## src/rtl/video_ring_overlay.sv

```systemverilog
// video_ring_overlay: derives pixel/line position from the blanking edges,
// computes squared distance from the screen centre in a three-stage pipeline
// and overlays up to four concentric rings (or a test gradient) on the video.
// Optional feature: define VIDEO_RING_PULSE_EN to make every ring radius
// pulse with a 0..63 pixel triangle wave driven by the frame counter.
module video_ring_overlay #(
    parameter int          H_ACTIVE = 1920,
    parameter int          V_ACTIVE = 1080,
    parameter int          CNT_W    = 12,
    parameter int          N_RINGS  = 2,
    parameter int          R0       = 200,
    parameter int          R_STEP   = 100,
    parameter int          THICK    = 40,
    parameter logic [23:0] RING_RGB = 24'hFF5A43,
    parameter logic [23:0] BG_RGB   = 24'h000000
) (
    input  logic        clk_i,
    input  logic        rst_ni,
    input  logic        cen_i,
    input  logic [1:0]  mode_i,
    input  logic [23:0] vid_rgb_i,
    input  logic [1:0]  vh_blank_i,
    input  logic [2:0]  dvh_sync_i,
    output logic [23:0] vid_rgb_o,
    output logic [1:0]  vh_blank_o,
    output logic [2:0]  dvh_sync_o,
    output logic [15:0] frame_cnt_o
);
    localparam int               D2_W   = 2 * CNT_W + 2;
    localparam logic [CNT_W:0]   DX_OFS = (CNT_W + 1)'(H_ACTIVE / 2);
    localparam logic [CNT_W:0]   DY_OFS = (CNT_W + 1)'(V_ACTIVE / 2);
    localparam logic [CNT_W-1:0] H_MAX  = CNT_W'(H_ACTIVE - 1);
    localparam logic [CNT_W-1:0] V_MAX  = CNT_W'(V_ACTIVE - 1);

    typedef enum logic [1:0] {
        MODE_PASS     = 2'd0,
        MODE_RING_VID = 2'd1,
        MODE_RING_BG  = 2'd2,
        MODE_GRAD     = 2'd3
    } mode_e;

    // Edge detection, position counters and frame-level state
    logic             vb_in, hb_in, vb_q, hb_q;
    logic             h_fall, h_rise, v_fall, v_rise;
    logic [CNT_W-1:0] h_cnt, v_cnt, h_nxt, v_nxt;
    mode_e            active_mode;
    logic [5:0]       off;

    // Pipeline registers
    logic signed [CNT_W:0] s1_dx, s1_dy;
    logic [23:0]           s1_rgb, s1_grad, s2_rgb, s2_grad;
    logic [1:0]            s1_blank, s2_blank;
    logic [2:0]            s1_sync, s2_sync;
    mode_e                 s1_mode, s2_mode;
    logic [D2_W-1:0]       s2_d2;
    logic signed [D2_W-1:0] dx_ext, dy_ext;

    // Ring evaluation
    logic        ring_hit;
    logic [23:0] ring_rgb, pix_nxt;

    assign vb_in  = vh_blank_i[1];
    assign hb_in  = vh_blank_i[0];
    assign h_fall = hb_q & ~hb_in;
    assign h_rise = ~hb_q & hb_in;
    assign v_fall = vb_q & ~vb_in;
    assign v_rise = ~vb_q & vb_in;

`ifdef VIDEO_RING_PULSE_EN
    assign off = frame_cnt_o[6] ? ~frame_cnt_o[5:0] : frame_cnt_o[5:0];
`else
    assign off = 6'd0;
`endif

    // Next pixel/line position: the cleared or incremented value belongs to
    // the pixel presented this cycle, so stage 1 sees the pixel's own column.
    always_comb begin
        // NOTE: every always_comb output gets a default first so no path can leave it unassigned and infer a latch.
        h_nxt = h_cnt;
        v_nxt = v_cnt;
        if (h_fall)
            h_nxt = '0;
        else if (vh_blank_i == 2'b00 && h_cnt != H_MAX)
            h_nxt = h_cnt + 1'b1;
        if (v_fall)
            v_nxt = '0;
        else if (h_rise && !vb_in && v_cnt != V_MAX)
            v_nxt = v_cnt + 1'b1;
    end

    // Edge registers, counters, frame count and per-frame mode latch
    always_ff @(posedge clk_i or negedge rst_ni) begin
        if (!rst_ni) begin
            vb_q        <= 1'b1;
            hb_q        <= 1'b1;
            h_cnt       <= '0;
            v_cnt       <= '0;
            frame_cnt_o <= '0;
            active_mode <= MODE_PASS;
        end else if (cen_i) begin
            // NOTE: sequential state uses non-blocking assignments so every register samples pre-edge values.
            vb_q  <= vb_in;
            hb_q  <= hb_in;
            h_cnt <= h_nxt;
            v_cnt <= v_nxt;
            if (v_rise) begin
                frame_cnt_o <= frame_cnt_o + 16'd1;
                active_mode <= mode_e'(mode_i);
            end
        end
    end

    // Stage 1: signed offsets from screen centre plus aligned video
    always_ff @(posedge clk_i or negedge rst_ni) begin
        if (!rst_ni) begin
            s1_dx    <= '0;
            s1_dy    <= '0;
            s1_rgb   <= '0;
            s1_grad  <= '0;
            s1_blank <= '0;
            s1_sync  <= '0;
            s1_mode  <= MODE_PASS;
        end else if (cen_i) begin
            s1_dx    <= $signed({1'b0, h_nxt}) - $signed(DX_OFS);
            s1_dy    <= $signed({1'b0, v_nxt}) - $signed(DY_OFS);
            s1_rgb   <= vid_rgb_i;
            s1_grad  <= {h_nxt[7:0], v_nxt[7:0], frame_cnt_o[7:0]};
            s1_blank <= vh_blank_i;
            s1_sync  <= dvh_sync_i;
            s1_mode  <= active_mode;
        end
    end

    // Sign-extend before squaring so the products cannot overflow
    assign dx_ext = D2_W'(s1_dx);
    assign dy_ext = D2_W'(s1_dy);

    // Stage 2: squared distance
    always_ff @(posedge clk_i or negedge rst_ni) begin
        if (!rst_ni) begin
            s2_d2    <= '0;
            s2_rgb   <= '0;
            s2_grad  <= '0;
            s2_blank <= '0;
            s2_sync  <= '0;
            s2_mode  <= MODE_PASS;
        end else if (cen_i) begin
            s2_d2    <= dx_ext * dx_ext + dy_ext * dy_ext;
            s2_rgb   <= s1_rgb;
            s2_grad  <= s1_grad;
            s2_blank <= s1_blank;
            s2_sync  <= s1_sync;
            s2_mode  <= s1_mode;
        end
    end

    // Ring hit test; scanning from the outermost ring lets ring 0 win ties
    always_comb begin
        logic [D2_W-1:0] rk, r_lo, r_hi;
        ring_hit = 1'b0;
        ring_rgb = '0;
        rk       = '0;
        r_lo     = '0;
        r_hi     = '0;
        for (int k = N_RINGS - 1; k >= 0; k--) begin
            rk   = D2_W'(R0 + k * R_STEP) + D2_W'(off);
            r_lo = rk * rk;
            r_hi = (rk + D2_W'(THICK)) * (rk + D2_W'(THICK));
            if (s2_d2 >= r_lo && s2_d2 < r_hi) begin
                ring_hit = 1'b1;
                ring_rgb = {RING_RGB[23:16] >> k, RING_RGB[15:8] >> k, RING_RGB[7:0] >> k};
            end
        end
    end

    // Output pixel selection by mode, forced black during blanking
    always_comb begin
        pix_nxt = s2_rgb;
        case (s2_mode)
            MODE_PASS:     pix_nxt = s2_rgb;
            MODE_RING_VID: pix_nxt = ring_hit ? ring_rgb : s2_rgb;
            MODE_RING_BG:  pix_nxt = ring_hit ? ring_rgb : BG_RGB;
            MODE_GRAD:     pix_nxt = s2_grad;
            default:       pix_nxt = s2_rgb;
        endcase
        if (s2_blank != 2'b00)
            pix_nxt = '0;
    end

    // Stage 3: registered outputs
    always_ff @(posedge clk_i or negedge rst_ni) begin
        if (!rst_ni) begin
            vid_rgb_o  <= '0;
            vh_blank_o <= '0;
            dvh_sync_o <= '0;
        end else if (cen_i) begin
            vid_rgb_o  <= pix_nxt;
            vh_blank_o <= s2_blank;
            dvh_sync_o <= s2_sync;
        end
    end

endmodule

```

## config.mk

```make
export PLATFORM = sky130hd
export DESIGN_NAME = video_ring_overlay
export DESIGN_NICKNAME = d
export VERILOG_FILES = /design/src/rtl/video_ring_overlay.sv
export SDC_FILE = /design/constraint.sdc
export NUM_CORES = 1
export LEC_CHECK = 0
export ABC_AREA = 1
export CORE_UTILIZATION = 55
export DETAILED_ROUTE_END_ITERATION = 10
export HOLD_SLACK_MARGIN = 0.03
export PLACE_DENSITY = 0.74
export SLEW_MARGIN = 0
export SYNTH_ARGS = -nofsm -noshare
export SYNTH_HDL_FRONTEND = slang
export SYNTH_SLANG_ARGS = --single-unit
```

## constraint.sdc

```tcl
create_clock -name clk_i -period 13.6 [get_ports clk_i]
set_input_delay 1.36 -clock clk_i [delete_from_list [all_inputs] [get_ports clk_i]]
set_output_delay 1.36 -clock clk_i [all_outputs]
set_load 0.1 [all_outputs]
```

==> results of run 1 <==
-- synth_stat cells (6+ instances only) --
cell | number | share of area, %
o22ai_1 | 6 | 0.17
nand3_1 | 84 | 1.9
o211ai_1 | 15 | 0.52
ha_1 | 121 | 7.0
nor3_1 | 15 | 0.35
nor2_1 | 116 | 2.0
a21o_1 | 9 | 0.31
dfrtp_1 | 205 | 24
or2_2 | 10 | 0.29
nand4_1 | 14 | 0.41
nand2_1 | 656 | 11
clkbuf_1 | 70 | 1.2
fa_1 | 336 | 31
inv_1 | 628 | 11
o21ai_0 | 117 | 2.7
xnor2_1 | 24 | 0.97
o21bai_1 | 7 | 0.24
a21oi_1 | 39 | 0.90
nand3b_1 | 6 | 0.21
xor2_1 | 34 | 1.4
a31oi_1 | 10 | 0.29
-- cells in the final DEF, fill, tap and decap left out, types with 9 or more instances in the layout --
master	n
nand4_1	14
fa_1	336
clkbuf_16	23
clkdlybuf4s50_1	76
xor2_1	34
nand2_1	656
dfrtp_1	205
a31oi_1	10
or2_2	10
a21oi_1	39
ha_1	121
inv_1	628
a21o_1	9
buf_4	15
nor3_1	15
nor2_1	116
o211ai_1	15
xnor2_1	24
nand3_1	84
o21ai_0	117
-- worst min-delay path by stage --
stage                     from          to  slack, ps  depth (start not counted)
floorplan           s2_rgb[15]  s2_rgb[15]        440                          2
global placement    s1_sync[2]  s1_sync[2]        450                          2
CTS                 s1_rgb[16]  s1_rgb[16]        470                          2
detailed placement  s1_rgb[16]  s1_rgb[16]        460                          2
finish              s1_rgb[16]  s1_rgb[16]        470                          2
global route        s1_grad[1]  s1_grad[1]        490                          2
-- per-stage QoR --
| step | cell area [µm²] | util, % |
|---|---|---|
| final | 23610 | 61.09 |
| after global routing | 23610 | 61.09 |
| after CTS | 23610 | 61.09 |
| after detailed placement | 22820 | 59.06 |
| after global placement | 22820 | 59.06 |
| after floorplan | 21580 | - |
-- worst min-delay path, delay by kind of cell, from the launching register on --
family / cells / cell delay, ps
flip-flops: 1 / 340
AND/OR/NAND/NOR: 2 / 100
-- flip-flops by register name, indices dropped and copies added, names as in the netlist, 3 cells and up --
register / count
s1_grad: 8
frame_cnt_o: 16
vid_rgb_o: 24
s1_dy: 11
s1_rgb: 24
dvh_sync_o: 3
s2_rgb: 24
s2_d2: 22
v_cnt: 12
s2_sync: 3
s2_grad: 24
s1_sync: 3
s1_dx: 7
h_cnt: 12
-- cells by family (layout without fill, tap and decap cells) --
group                    after synthesis  after routing  share of synthesized area (%)
AND/OR/NAND/NOR                      916            916                          17.10
buffers and inverters                709            766                          12.38
adder cells (fa/ha/maj)              457            457                          38.19
AO/OA/AOI/OAI                        222            222                          5.909
flip-flops                           207            207                          24.02
XOR/XNOR                              58             58                          2.354
multiplexers                           1              1                        0.04639
-- routing by layer --
metal	GRT usage [%]	part of all wire, %	vias up
met5	0	0	-
met2	46.82	48	430
met4	9.924	4.1	0
met3	3.226	5.0	106
li1	-	-	7681
met1	37.10	43	8186
-- final cells by class --
cell class	count	area, µm²
Clock buffer	34	656.9
Clock inverter	8	128.9
Fill cell	3314	15040
Inverter	631	2371
Multi-Input combinational cell	1654	13720
Sequential cell	207	5182
Tap cell	518	648.1
Timing Repair Buffer	93	898.4
==> flow_summary.ini, run 1 <==
[sta]
worst_pin_slew_ps = 1088
fmax_mhz = 131.2
layout_min_cycle_time_ps = 7622
setup_viol_count_final = 0
rsz0062_at_grt = no
hold_viol_final = 0
finalCritPeriodShare_pct = 56.05
slew_viol_final = 0
clock-skew-final_ps = 23.13
worst_hold_slack_ps = 471.1
fin_ws_ps = 5978
setup_tns_ps = 0
slew_headroom_pct = 27.48

[drt]
vias_per_cell = 5.216
drc = 0
ant_nets = 0
drtIter0Drc = 1107
drt_pass1_iterations = 5
num_vias = 16403
wire_per_inst_um = 16.47
drt-total-wl_um = 51800

[worst_setup_path]
cp_slowest_stage_delay_ps = 820
worstReg2RegEnd = s2_d2[20]
slowest_stage = dfrtp_1
r2r_cells = 20
path_delay_family = adder cells
regToRegStartpoint = s1_dy[12]
critical_path.cell_chain = clkinv_1 -> or2_2 -> fa_1 -> inv_1 -> fa_1 -> fa_1 -> fa_1 -> fa_1 -> fa_1 -> inv_1 -> fa_1 -> inv_1 -> ha_1 -> a21oi_1 -> o21ai_0 -> a21oi_1 -> nand2_1 -> or2_2 -> nand3_1 -> nand2_1
crit_path_max_fanout = 18
endpoint_kind = flip-flop
critPathCapture = s2_d2[20]
arrival_ps = 8010
startpoint = s1_dy[12]
critPathKind = reg -> reg
cp_common_cell = fa_1
r2r_setup_slack_ps = 5980
required_ps = 13990
path_depth = 20
start_kind = flip-flop
path_buf_inv = 4

[global_route]
grt_pass1_vias = 17143
overflow = 0
grt_usage_pct = 27.73
grt_pass1_wl_um = 86130
antenna_found_initial = 0
grt_max_degree = 111

[placed_design]
dp_slack_ps = 6085
dp.cells = 3103
dpl.hpwl_um = 41010
place_congestion = 0.9426
portBuffers = 78

[layout]
drive_gt1_share_pct = 3.083
fin_cells = 3145
nets = 3101
num_antenna_cells = 0
syn_to_final_growth_pct = 9.417

[die]
die-area_um2 = 40030
ios = 79
die_y_um = 200.1
core_area_um2 = 38650
initial_utilization_pct = 55.83
rows = 72
die_width_um = 200.1

[synthesis]
ys.warnings.count = 0
ys.flop_type = dfrtp_1
yosysUniqueCellTypes = 43
syn_inst = 2570
synth-edff-count = 0
async_flop_share_pct = 100.0
syn_avg_cell_area_um2 = 8.396
synth_nets = 3061
syn_area_um2 = 21580
ys_ff_latch = 207
ys_seq_area_share_pct = 24.02

[run]
drv_cap = 0

[clock_network]
postCtsHoldBufs = 0
cts_tree = yes
clock-sinks = 207
cts_buffers = 23
cts_max_path_buffers = 3
cts-root-buf = clkbuf_16
cts_resized = 0
worstSkewPairLatency_ps = 520
clkTransAtPathRegs_ps = 70
cts_setup_buffers = 0
h-tree-depth = 1

[min_path]
hold_class = reg -> reg

[outcome]
outcome = finished clean
Power of run 1 is not shown: default switching activity piles up to over one toggle a cycle in this logic, so the estimate is an artifact.
==> inputs of run 2 (changes only) <==
--- a/config.mk
+++ b/config.mk
@@ -9,7 +9,7 @@
 export CORE_UTILIZATION = 55
 export DETAILED_ROUTE_END_ITERATION = 10
 export HOLD_SLACK_MARGIN = 0.03
-export PLACE_DENSITY = 0.74
+export PLACE_DENSITY = 0.77
 export SLEW_MARGIN = 0
 export SYNTH_ARGS = -nofsm -noshare
 export SYNTH_HDL_FRONTEND = slang
==> constraint.sdc (replaced) <==
create_clock -name clk_i -period 6.3 [get_ports clk_i]
set_input_delay 0.63 -clock clk_i [delete_from_list [all_inputs] [get_ports clk_i]]
set_output_delay 0.63 -clock clk_i [all_outputs]
set_load 0.1 [all_outputs]
==> run 2 against run 1 <==
  * Register-to-register slack lost 6000 ps
  * Sequential share of layout area shrank 2.1 points
  * Cell area grew 11%
  * Fmax grew 21%
  * First-iteration DRC count grew 12%
  * Global-route usage grew 0.80 points
  * Worst hold slack lost 320 ps
==> flow_summary.ini, run 2 (synthesized netlist as in run 1, its figures left out) <==
[outcome]
outcome = finished clean

[placed_design]
dp.cells = 3266
dp_slack_ps = -242.1
post_dp_cell_area_um2 = 24170
place_congestion = 0.9500
dpl.hpwl_um = 43710
portBuffers = 78

[worst_setup_path]
path_delay_family = adder cells
crit_path_max_fanout = 7
critPathKind = reg -> reg
critical_path.cell_chain = buf_12 -> nand2_8 -> clkinvlp_4 -> buf_12 -> fa_2 -> inv_2 -> fa_2 -> inv_1 -> fa_2 -> fa_2 -> fa_2 -> fa_1 -> inv_2 -> fa_2 -> inv_2 -> ha_4 -> a21oi_4 -> o21ai_1 -> a21o_1 -> a31o_2 -> or2_2 -> nand3_1 -> o21ai_1
cp_common_cell = fa_2
arrival_ps = 6640
r2r_cells = 23
endpoint_kind = flip-flop
slowest_stage = fa_2
cp_slowest_stage_delay_ps = 580
start_kind = flip-flop
regToRegStartpoint = s1_dy[12]
path_buf_inv = 7
required_ps = 6640
r2r_setup_slack_ps = 4
worstReg2RegEnd = s2_d2[16]

[sta]
setup_tns_ps = 0
layout_min_cycle_time_ps = 6296
clock-skew-final_ps = 19.96
fin_ws_ps = 4.292
finalCritPeriodShare_pct = 99.93
rsz0062_at_grt = yes
slew_headroom_pct = 21.07
worst_pin_slew_ps = 1184
hold_viol_final = 0
setup_viol_count_final = 0
slew_viol_final = 0
fmax_mhz = 158.8

[drt]
highest_layer = met4
wire_per_inst_um = 16.74
drt-total-wl_um = 55920
num_vias = 17526
drtIter0Drc = 1239
ant_nets = 0
met2_length_um = 28220
wl_met3_um = 3004
m1WireLength_um = 22460
vias_per_cell = 5.246
drt_pass1_iterations = 6
drc = 0

[run]
drv_cap = 0

[die]
die_width_um = 200.1
initial_utilization_pct = 55.83
die-area_um2 = 40030
ios = 79
die_y_um = 200.1
core_area_um2 = 38650
rows = 72

[clock_network]
cts_max_path_buffers = 3
cts_buffers = 24
h-tree-depth = 1
cts-root-buf = clkbuf_16
clkTransAtPathRegs_ps = 70
worstSkewPairLatency_ps = 530
cts_tree = yes
postCtsHoldBufs = 0
clock-sinks = 207

[layout]
num_antenna_cells = 0
layout_common_cells = 631 x nand2_1, 599 x inv_1, 313 x fa_1, 189 x dfrtp_1, 184 x buf_4
fin_cells = 3341
drive_gt1_share_pct = 15.44
nFillCells = 2931
fin_area_um2 = 26160
syn_to_final_growth_pct = 21.26
nets = 3296
final_common_cell = nand2_1

[global_route]
grt_pass1_wl_um = 88800
antenna_found_initial = 0
grt_usage_pct = 28.54
overflow = 0
grt_pass1_vias = 18040
grt_max_degree = 124

[min_path]
hold_class = in -> async
## run 2: cell types whose count changed in the layout (fill, tap and decap cells not counted), sizes merged
cell and change:
clkbuf -5, inv -3, buf +192, clkinv +5, clkinvlp +3, bufinv +4
## run 2: final cells by class
cell class | count | area, µm² | area share, %
well taps | 518 | 648.1 | 2.477
clock buffers | 27 | 621.8 | 2.377
multi-input cells | 1654 | 14450 | 55.22
flip-flops and latches | 207 | 5202 | 19.88
inverters | 631 | 2381 | 9.100
clock inverters | 17 | 291.5 | 1.114
repair buffers | 287 | 2572 | 9.832
## run 2: metal layers
metal | global-route usage [%] | vias up
li1 | - | 8058
met1 | 36.78 | 8761
met2 | 50.00 | 557
met3 | 3.360 | 150
met4 | 9.669 | 0
met5 | 0 | -
## run 2: repair_timing
| item | in CTS | in global routing |
|---|---|---|
| pin swaps | 18 | 142 |
| setup buffers | 1 | 30 |
| cloned | 0 | 2 |
| endpoints found under the setup margin | 14 | 16 |
| endpoints found under the hold margin | 0 | 0 |
| gates resized for setup | 49 | 157 |
## run 2: metrics by stage
stage / hold WS, ps / utilization, %
finish: 154.1 / 67.70
global route: 201.4 / 67.70
CTS: 172.4 / 65.58
detailed placement: 458.5 / 62.54
global placement: 453.2 / 62.54
floorplan: 334.4 / -
## run 2: worst max-delay path by stage
stage	startpoint	end	slack, ps	cells past startpoint
2_1_floorplan	v_cnt[0]	s2_d2[18]	-20	23
3_3_place_gp	s1_dy[12]	s2_d2[22]	-140	23
3_5_place_dp	s1_dy[12]	s2_d2[24]	-240	22
4_1_cts	s1_dy[2]	s2_d2[16]	-30	20
5_1_grt	s1_dy[2]	s2_d2[25]	-160	25
6_report	s1_dy[12]	s2_d2[16]	4	23
Power of run 2 is left out for the same reason.
==> inputs of run 3 (changes only) <==
--- a/config.mk
+++ b/config.mk
@@ -6,10 +6,12 @@
 export NUM_CORES = 1
 export LEC_CHECK = 0
 export ABC_AREA = 1
-export CORE_UTILIZATION = 55
+export CELL_PAD_IN_SITES_DETAIL_PLACEMENT = 2
+export CELL_PAD_IN_SITES_GLOBAL_PLACEMENT = 2
+export CORE_UTILIZATION = 35
 export DETAILED_ROUTE_END_ITERATION = 10
 export HOLD_SLACK_MARGIN = 0.03
-export PLACE_DENSITY = 0.77
+export PLACE_DENSITY = 0.79
 export SLEW_MARGIN = 0
 export SYNTH_ARGS = -nofsm -noshare
 export SYNTH_HDL_FRONTEND = slang
==> run 3 against run 2 <==
  * The run now ends with negative setup slack left
  * Worst hold slack worse by 29 ps
  * First-iteration DRC count is 6.1% lower
  * Routed wire length is 85% higher
  * Via count is 13% higher
  * Non-clock buffer count is 93 higher
  * Cell area is 4.4% higher
  * Sequential share of layout area is 0.81 points lower
  * Global-route usage is 1.1 points higher
  * Count of clock-buffer cells in the layout is 13 higher
  * Critical path depth is 2 higher
  * Fmax is 8.6% lower
  * Register-to-register slack worse by 590 ps
  * Critical path type unchanged
==> flow_summary.ini, run 3 (synthesized netlist as in run 1, its figures left out) <==
[outcome]
outcome = complete, but fails checks
violations = negative setup slack

[clock_network]
cts_tree = yes
h-tree-depth = 1
cts_buffers = 26
cts_max_path_buffers = 3
worstSkewPairLatency_ps = 590
clock-sinks = 207
cts-root-buf = clkbuf_16
postCtsHoldBufs = 0
clkTransAtPathRegs_ps = 80

[worst_setup_path]
worstReg2RegEnd = s2_d2[23]
required_ps = 6770
r2r_cells = 25
cp_slowest_stage_delay_ps = 580
cp_common_cell = fa_1
crit_path_max_fanout = 6
arrival_ps = 7360
endpoint_kind = flip-flop
regToRegStartpoint = s1_dy[12]
r2r_setup_slack_ps = -590
critPathKind = reg -> reg
start_kind = flip-flop
slowest_stage = fa_2

[layout]
nFillCells = 6563
syn_to_final_growth_pct = 26.55
layout_common_cells = 628 x nand2_1, 573 x inv_1, 303 x fa_1, 263 x buf_4, 185 x dfrtp_1
final-seq-area_um2 = 5207
multi_input_area_um2 = 14570
final_util_pct = 45.07
fin_area_um2 = 27310
nets = 3391
final_common_cell = nand2_1
drive_gt1_share_pct = 20.04

[global_route]
grt_usage_pct = 29.63
antenna_found_initial = 6
grt_max_degree = 121
overflow = 0
grt_pass1_wl_um = 140900
grt_pass1_vias = 22830

[drt]
highest_layer = met5
wire_per_inst_um = 27.88
ant_nets = 0
wl_met3_um = 6500
vias_per_cell = 5.346
num_vias = 19796
drc = 0
drtIter0Drc = 1164
drt-total-wl_um = 103200
drt_pass1_iterations = 5
m1WireLength_um = 37860
met2_length_um = 51940

[placed_design]
portBuffers = 78
post_dp_cell_area_um2 = 24780
place_congestion = 0.9496
dpl.hpwl_um = 66620

[min_path]
hold_class = in -> async

[run]
drv_cap = 0

[sta]
hold_viol_final = 0
worst_pin_slew_ps = 1064
slew_headroom_pct = 29.04
finalCritPeriodShare_pct = 109.3
clock-skew-final_ps = 26.43
rsz0062_at_grt = yes
setup_viol_count_final = 15
fin_ws_ps = -585.2
slew_viol_final = 0
layout_min_cycle_time_ps = 6885
fmax_mhz = 145.2

[die]
ios = 79
die_y_um = 250.3
core_area_um2 = 60580
initial_utilization_pct = 35.62
die_width_um = 250.3
die-area_um2 = 62650
rows = 90
[run 3: cell types whose count changed in the layout (fill, tap and decap cells not counted), sizes merged]
cell / previous run / this run
diode: 0 / 2
inv: 629 / 630
clkbuf: 30 / 40
bufinv: 7 / 2
buf: 208 / 304
clkinv: 8 / 2
[run 3: layout make-up]
cell class / count / area share [%]
tap: 782 / 3.583
inverter: 631 / 8.738
clock buffer: 40 / 2.795
multi-input combinational: 1654 / 53.37
clock inverter: 7 / 0.4353
timing repair buffer: 380 / 11.99
sequential: 207 / 19.07
antenna: 2 / 0.01833
[run 3: worst max-delay path by stage]
| stage | slack (ps) | startpoint | endpoint |
|---|---|---|---|
| global placement | -470 | s1_dy[8] | s2_d2[20] |
| global route | -680 | h_cnt[5] | s2_d2[24] |
| finish | -590 | s1_dy[12] | s2_d2[23] |
| CTS | -20 | s1_dy[3] | s2_d2[24] |
| detailed placement | -690 | s1_dy[12] | s2_d2[24] |
| floorplan | -20 | v_cnt[0] | s2_d2[18] |
[run 3: routing by layer]
layer / global-route usage, % / up-vias
li1: - / 8252
met1: 34.89 / 10386
met2: 53.48 / 755
met3: 4.614 / 395
met4: 12.22 / 8
met5: 0 / -
[run 3: through the flow]
stage	hold slack [ps]	instances	TNS (ps)	setup WS, ps
detailed placement	463.0	3576	-7041	-686.8
global placement	454.1	3576	-4029	-474.2
global route	165.3	3701	-7205	-684.1
floorplan	334.4	2570	-18.32	-16.39
finish	124.8	3703	-5500	-585.2
CTS	163.5	3663	-49.51	-18.04
[run 3: critical path: cells and delay by family (launching register included)]
kind,cells,cell delay (ps)
simple gates,7,1060
compound gates,1,190
fa+ha+maj,8,3930
flops,1,500
buf+inv,9,1080
[run 3: what timing repair did]
item	4_1_cts	5_1_grt
endpoints found under the setup margin	16	15
endpoints found under the hold margin	0	0
setup buffers	40	39
resized for setup	177	118
pin swaps	99	125
Power of run 3 is left out for the same reason.
